### src/rtl/seq_pattern_gen.sv
// Serial pattern transmitter: shifts a latched pattern out MSB-first, repeating it
// with an optional idle gap, and pulses done when the burst completes.
module seq_pattern_gen #(
   parameter int PAT_W = 4,
   parameter int CNT_W = 8,
   parameter int GAP_W = 4
) (
   input  logic             clk,
   input  logic             rst,
   input  logic             start,
   input  logic [PAT_W-1:0] pattern,
   input  logic [CNT_W-1:0] repeat_n,
   input  logic [GAP_W-1:0] gap,
   input  logic             abort,
   output logic             dout,
   output logic             dout_valid,
   output logic             last_bit,
   output logic             busy,
   output logic             done
);

   localparam int BW = (PAT_W > 1) ? $clog2(PAT_W) : 1;
   localparam logic [BW-1:0] LAST_IDX = BW'(PAT_W - 1);

   typedef enum logic [1:0] {S_IDLE, S_SHIFT, S_GAP, S_DONE} state_t;

   state_t           state, state_n;
   logic [PAT_W-1:0] pat_q, pat_n;
   logic [CNT_W-1:0] rep_q, rep_n;
   logic [GAP_W-1:0] gap_q, gap_n;
   logic [GAP_W-1:0] gcnt_q, gcnt_n;
   logic [BW-1:0]    bit_q, bit_n;
   logic [BW-1:0]    idx;
   logic             dout_n, valid_n, last_n, busy_n, done_n;

   // Next-state logic; outputs are derived from the next state so they can be
   // registered and still line up with the state they describe.
   always_comb begin
      state_n = state;
      pat_n   = pat_q;
      rep_n   = rep_q;
      gap_n   = gap_q;
      gcnt_n  = gcnt_q;
      bit_n   = bit_q;
      case (state)
         S_IDLE: begin
            if (start) begin
               if (repeat_n != '0) begin
                  pat_n   = pattern;
                  rep_n   = repeat_n;
                  gap_n   = gap;
                  bit_n   = '0;
                  state_n = S_SHIFT;
               end else begin
                  state_n = S_DONE;
               end
            end
         end
         S_SHIFT: begin
            if (bit_q == LAST_IDX) begin
               rep_n = rep_q - CNT_W'(1);
               bit_n = '0;
               if (rep_q == CNT_W'(1)) begin
                  state_n = S_DONE;
               end else if (gap_q == '0) begin
                  state_n = S_SHIFT;
               end else begin
                  gcnt_n  = gap_q - GAP_W'(1);
                  state_n = S_GAP;
               end
            end else begin
               bit_n = bit_q + BW'(1);
            end
         end
         S_GAP: begin
            if (gcnt_q == '0) begin
               state_n = S_SHIFT;
            end else begin
               gcnt_n = gcnt_q - GAP_W'(1);
            end
         end
         default: state_n = S_IDLE;
      endcase
      if (abort && (state != S_IDLE)) begin
         state_n = S_IDLE;
         bit_n   = '0;
         gcnt_n  = '0;
      end

      idx     = LAST_IDX - bit_n;
      valid_n = (state_n == S_SHIFT);
      dout_n  = valid_n & pat_n[idx];
      last_n  = valid_n & (bit_n == LAST_IDX);
      busy_n  = (state_n != S_IDLE);
      done_n  = (state_n == S_DONE);
   end

   // State, latched burst parameters and registered outputs
   always_ff @(posedge clk) begin
      if (rst) begin
         state      <= S_IDLE;
         pat_q      <= '0;
         rep_q      <= '0;
         gap_q      <= '0;
         gcnt_q     <= '0;
         bit_q      <= '0;
         dout       <= 1'b0;
         dout_valid <= 1'b0;
         last_bit   <= 1'b0;
         busy       <= 1'b0;
         done       <= 1'b0;
      end else begin
         state      <= state_n;
         pat_q      <= pat_n;
         rep_q      <= rep_n;
         gap_q      <= gap_n;
         gcnt_q     <= gcnt_n;
         bit_q      <= bit_n;
         dout       <= dout_n;
         dout_valid <= valid_n;
         last_bit   <= last_n;
         busy       <= busy_n;
         done       <= done_n;
      end
   end

endmodule

### config.mk
export PLATFORM = sky130hd
export DESIGN_NAME = seq_pattern_gen
export DESIGN_NICKNAME = d
export VERILOG_FILES = /design/src/rtl/seq_pattern_gen.sv
export SDC_FILE = /design/constraint.sdc
export NUM_CORES = 1
export LEC_CHECK = 0
export CAP_MARGIN = 20
export CORE_ASPECT_RATIO = 0.9
export CORE_MARGIN = 2
export CORE_UTILIZATION = 38
export CTS_BUF_LIST = sky130_fd_sc_hd__clkbuf_16
export DETAILED_ROUTE_END_ITERATION = 16
export GPL_ROUTABILITY_DRIVEN = 0
export REMOVE_ABC_BUFFERS = 1
export SLEW_MARGIN = 10
export SYNTH_ARGS = -nofsm -noshare
export SYNTH_HDL_FRONTEND = slang
export SYNTH_SLANG_ARGS = --single-unit
export TNS_END_PERCENT = 1
### constraint.sdc
create_clock -name clk -period 4.44 [get_ports clk]
set_input_delay 1.332 -clock clk [delete_from_list [all_inputs] [get_ports clk]]
set_output_delay 1.332 -clock clk [all_outputs]
set_load 0.02 [all_outputs]
==> results.toml, run 1 <==
[run_status]
outcome = "completed"

[global_route]
antenna_found_initial = 0
overflow = 0
grt_max_degree = 21
track_usage_pct = 17.1
grt_pass1_wl_um = 6580
grt_pass1_vias = 1355

[timing]
fmax_mhz = 297
skew_ns = 0.00784
min_period_ns = 3.36
hold_ws_ns = 0.469
worstMarginPinSlew_ns = 0.739
finalSetupViolCount = 0
relSlewSlack_pct = 50.3
rsz0062_at_grt = "false"
fin_crit_sh_pct = 75.8
finalHoldViolCount = 0
drv_slew = 0
fin_setup_tns_ns = 0

[flow_run]
cap_violations = 0

[clock_tree]
cts_made_buffers = 5
cts_tree = "yes"
hold_buffers = 0
clk_latency_ns = 0.27
cts_sinks = 29
cts_setup_buffers = 0
clockRootBuffer = "clkbuf_16"
cts.clk_slew.worst_paths_ns = 0.05
htree_levels = 2
ctsResizeCount = 0
cts.path.max_buffers = 2

[layout]
finalNetCount = 250
diodes = 0
fin_area_sq_mm = 0.00214
drive_gt1_share_pct = 11.9
area_growth_pct = 23.8

[drt]
drt-vias-per-instance = 5.20
first_pass_iters = 4
wl_um = 3990
vias = 1502
drt_first_iter_violations = 73
drc_errors = 0
ant_nets = 0
wl_per_cell_um = 13.8

[floorplanning]
die_area_sq_mm = 0.00510
pin_count = 25
row_count = 23
design.core.area_sq_mm = 0.00440
start_util_pct = 39.2
dieHeight_um = 68.0
die_x_um = 75.1

[placement]
dp_hpwl_um = 2940
io_buffers = 24
placed_area_sq_mm = 0.00200

[power]
p_switching_mw = 0.204
combPwrFrac_pct = 18.0
power_frac_seq_pct = 39.4
power.leakage_nw = 0.800
ir_worst_vdd_mv = 0.164
swShare_pct = 27.4
pwr-share-clk_pct = 42.6
power.density_mw_per_mm2 = 348
internal-power_mw = 0.541

[yosys]
ys_seq_elements = 29
synth_cells = 204
netlist-cell-type-count = 54
synth_edf_count = 0
synth_area_per_cell_sq_um = 8.47
yosys_warnings = 0
ys.flop_type = "dfxtp_1"
async_flop_share_pct = 0
synth-seq-area-share_pct = 33.6
synth.cell_area_sq_mm = 0.00173

[setup_path]
worstReg2RegStart = "state[0]$_SDFF_PP0_"
slowest_stage = "o21ba_1"
rr_worst_depth = 5
rrSetupSlack_ns = 2.02
r2r_end = "dout$_SDFF_PP0_"
required_ns = 4.61
crit_fanout = 11
endpoint = "dout$_SDFF_PP0_"
path_cells = "clkdlybuf4s50_1 > or3b_1 > o21ba_1 > a311o_1 > o22ai_1 > a2111oi_2"
crit_path_start = "start"
cp.arrival_ns = 3.54
crit_type = "in2reg"
critical_path.max_stage_delay_ns = 0.68
start_kind = "primary input"
end_kind = "register"

[min_path]
worstHoldPathType = "reg2reg"
## layout make-up
cell class                      instances  area, sq um
Fill cell                             421         2260
Multi-Input combinational cell        159         1070
Sequential cell                        29          581
Timing Repair Buffer                   25          248
Clock buffer                            5          125
Tap cell                               62         77.6
Inverter                                6         22.5
Clock inverter                          3         17.5
## flip-flops by register name, indices dropped and copies added (netlist names)
| register | count |
|---|---|
| bit_q | 2 |
| pat_q | 4 |
| gcnt_q | 4 |
| last_bit | 1 |
| state | 2 |
| done | 1 |
| dout | 1 |
| gap_q | 4 |
| busy | 1 |
| rep_q | 8 |
| dout_valid | 1 |
## per-layer routing
metal	GRT usage [%]	up-vias	routed length [um]
met4	6.70	0	44
met2	23.8	30	1650
li1	-	791	-
met5	0	-	0
met1	24.9	676	2110
met3	4.27	5	182
## cell usage after synthesis (2+ instances only)
| master | instances | share of area (%) |
|---|---|---|
| o21ai_0 | 4 | 1.2 |
| dfxtp_1 | 29 | 34 |
| a31oi_1 | 3 | 1.1 |
| nand2b_1 | 4 | 1.4 |
| a2111oi_2 | 2 | 1.7 |
| nor4_1 | 2 | 0.72 |
| nor2b_1 | 5 | 1.8 |
| and2_1 | 2 | 0.72 |
| and3_1 | 2 | 0.72 |
| nand4_1 | 2 | 0.72 |
| nor3b_1 | 2 | 0.87 |
| ha_1 | 4 | 2.9 |
| a21oi_1 | 11 | 3.2 |
| o31ai_1 | 3 | 1.3 |
| mux2i_1 | 13 | 7.5 |
| nand3_1 | 7 | 2.0 |
| a21oi_2 | 2 | 1.0 |
| nor3_1 | 6 | 1.7 |
| or4_4 | 3 | 2.0 |
| nor2_1 | 17 | 3.7 |
| nand2_1 | 25 | 5.4 |
| a211oi_1 | 3 | 1.3 |
| clkbuf_1 | 4 | 0.87 |
| nand2_2 | 2 | 0.72 |
| buf_2 | 3 | 0.87 |
| o21ai_2 | 2 | 1.0 |
| nand3b_1 | 2 | 0.87 |
| inv_1 | 6 | 1.3 |
| o31a_1 | 3 | 1.5 |
| o21ai_1 | 6 | 1.7 |
| buf_4 | 2 | 0.87 |
## per-stage QoR
stage	setup slack, ns	utilization, %	std cells	power, mW
3_3_place_gp	0.831	45.4	281	0.430
6_report	1.08	48.6	289	0.745
3_5_place_dp	0.784	45.4	281	0.430
4_1_cts	1.07	48.6	289	0.750
5_1_grt	0.923	48.6	289	0.781
2_1_floorplan	1.51	-	194	0.379
## kinds of logic after synthesis
| group | after synthesis | synth area share [%] |
|---|---|---|
| and+or+nand+nor | 88 | 28.1 |
| muxes | 13 | 7.53 |
| buffers and inverters | 16 | 4.56 |
| AOI/OAI and AO/OA | 53 | 22.7 |
| DFF | 29 | 33.6 |
| adders and majority gates | 5 | 3.48 |
## how the worst min path moves through the flow
stage / end / cells past startpoint / from / slack, ns
4_1_cts: gcnt_q[0]$_SDFFE_PP0P_ / 2 / gcnt_q[0]$_SDFFE_PP0P_ / 0.47
6_report: gcnt_q[0]$_SDFFE_PP0P_ / 2 / gcnt_q[0]$_SDFFE_PP0P_ / 0.47
3_5_place_dp: gcnt_q[0]$_SDFFE_PP0P_ / 2 / gcnt_q[0]$_SDFFE_PP0P_ / 0.47
2_1_floorplan: gcnt_q[0]$_SDFFE_PP0P_ / 2 / gcnt_q[0]$_SDFFE_PP0P_ / 0.44
5_1_grt: rep_q[7]$_SDFFE_PP0P_ / 2 / rep_q[7]$_SDFFE_PP0P_ / 0.49
3_3_place_gp: gcnt_q[0]$_SDFFE_PP0P_ / 2 / gcnt_q[0]$_SDFFE_PP0P_ / 0.46
## cells in the final DEF (no fill, tap or decap), types with 3 or more instances in the layout
master / n
nor2b_1: 5
nor2_1: 17
o21ai_1: 6
ha_1: 4
nand3_1: 7
clkdlybuf4s50_1: 24
nor3_1: 6
nand2_1: 25
o31ai_1: 3
mux2i_1: 13
inv_1: 6
or4_4: 3
a21oi_1: 11
dfxtp_1: 29
a31oi_1: 3
o31a_1: 3
a211oi_1: 3
nand2b_1: 4
o21ai_0: 4
clkbuf_16: 5
## worst max-delay path: cells and delay by family
kind	cells	cell delay [ns]
AOI/OAI and AO/OA	4	1.31
buffers and inverters	1	0.49
and+or+nand+nor	1	0.41
## power by group through the flow
stage               Sequential, mW  Clock, mW  Combinational (mW)
finish                       0.294      0.317               0.134
global route                 0.296      0.338               0.147
detailed placement           0.298          0               0.132
global placement             0.299          0               0.132
floorplan                    0.297          0              0.0821
CTS                          0.293      0.324               0.133
Note: power is estimated with default switching activity, not from simulation.
==> run 2, diff against run 1 <==
- clock period: 4.44 -> 3.1 ns (I/O delays scaled with it)
==> results.toml, run 2 (synthesis gave the netlist of run 1 again) <==
[run_status]
outcome = "completed"

[power]
ir_worst_vdd_mv = 0.232
power.density_mw_per_mm2 = 496
power.leakage_nw = 0.819

[layout]
drive_gt1_share_pct = 13.4
final_common_cell = "dfxtp_1"
regMostFlops = "rep_q"
fill_cells = 444
largest_reg_flops = 8
layout_common_cells = "dfxtp_1 (29), nand2_1 (25), clkdlybuf4s50_1 (24)"
area_growth_pct = 25.6
diodes = 0
finalNetCount = 254

[min_path]
worstHoldPathType = "reg2reg"
min_path_cells = 2

[drt]
drt_first_iter_violations = 74
wl_um = 4040
ant_nets = 0
drt-vias-per-instance = 5.34
drc_errors = 0
wl_per_cell_um = 13.8
vias = 1566
first_pass_iters = 4

[floorplanning]
pin_count = 25
die_x_um = 75.1
design.core.area_sq_mm = 0.00440
dieHeight_um = 68.0
die_area_sq_mm = 0.00510
row_count = 23
start_util_pct = 39.2

[setup_path]
slowest_stage = "or4_4"
path_cells = "clkdlybuf4s50_1 > or4_4 > o21ai_1 > a32oi_1 > a2111oi_2 > a2111oi_2"
critical_path.top_delay_family = "compound AO/OA/AOI/OAI gates"
end_kind = "register"
critical_path.max_stage_delay_ns = 0.58
critPathBufInv = 1
rr_worst_depth = 7
cp.arrival_ns = 2.78
required_ns = 3.22
start_kind = "primary input"
crit_top_cell = "a2111oi_2"
cp_num_cells = 6
crit_type = "in2reg"
crit_fanout = 4

[timing]
finalWorstSetupSlack_ns = 0.440
finalHoldViolCount = 0
drv_slew = 0
fin_setup_tns_ns = 0
fmax_mhz = 376
finalSetupViolCount = 0
hold_ws_ns = 0.478
rsz0062_at_grt = "false"
fin_crit_sh_pct = 85.8
worstMarginPinSlew_ns = 0.641
skew_ns = 0.00274
min_period_ns = 2.66
relSlewSlack_pct = 57.2

[global_route]
grt_pass1_wl_um = 6890
grt_pass1_vias = 1409
track_usage_pct = 17.7
overflow = 0
antenna_found_initial = 0
grt_max_degree = 21

[clock_tree]
cts_setup_buffers = 0
cts_made_buffers = 5
clockRootBuffer = "clkbuf_16"
htree_levels = 2
cts.clk_slew.worst_paths_ns = 0.05
cts.path.max_buffers = 2
ctsResizeCount = 0
hold_buffers = 0
cts_sinks = 29
cts_tree = "yes"
clk_latency_ns = 0.28

[placement]
dp_hpwl_um = 2950
io_buffers = 24
place_ws_ns = 0.157

[flow_run]
cap_violations = 0
run 2: metal layers:
metal,track usage [%],wire [um],vias up
li1,-,-,802
met1,26.0,2060,710
met2,25.4,1730,47
met3,3.53,186,7
met4,6.03,66,0
met5,0,0,-
run 2: path summary, 6_finish.rpt:
kind                     startpoint                endpoint  slack, ns
min reg2reg  gcnt_q[0]$_SDFFE_PP0P_  gcnt_q[0]$_SDFFE_PP0P_       0.48
max reg2reg     state[0]$_SDFF_PP0_  gcnt_q[2]$_SDFFE_PP0P_       0.76
min          gcnt_q[0]$_SDFFE_PP0P_  gcnt_q[0]$_SDFFE_PP0P_       0.48
max                     repeat_n[7]         dout$_SDFF_PP0_       0.44
run 2: area by class of cell:
| class | count | area, sq um | area share, % |
|---|---|---|---|
| clock buffer | 5 | 125 | 5.77 |
| timing repair buffer | 29 | 278 | 12.8 |
| clock inverter | 3 | 17.5 | 0.807 |
| multi-input combinational | 159 | 1070 | 49.3 |
| inverter | 6 | 22.5 | 1.04 |
| sequential | 29 | 581 | 26.8 |
| tap | 62 | 77.6 | 3.58 |
run 2: power by group:
part           switching (mW)  internal [mW]  total, mW
Sequential             0.0251          0.395      0.420
Combinational           0.104         0.0903      0.195
Clock                   0.168          0.293      0.462
Total                   0.298          0.779       1.08
run 2: tightest hold or removal path, stage by stage (launching register included):
cell and delay [ns]:
dfxtp_1 0.32, nand2_1 0.06, a21oi_1 0.05
run 2: metrics by stage:
stage / util, % / cells / area (sq um) / total power, mW
after global routing: 49.3 / 293 / 2170 / 1.13
after detailed placement: 46.0 / 285 / 2030 / 0.620
after floorplan: - / 194 / 1670 / 0.543
after global placement: 46.0 / 285 / 2030 / 0.621
after CTS: 49.3 / 293 / 2170 / 1.09
final: 49.3 / 293 / 2170 / 1.08
==> run 3, diff against run 2 <==
- CTS_CLUSTER_DIAMETER: not set -> 200
==> results of run 3 <==
The final DEF is identical to that of run 2; final timing and power are the same.
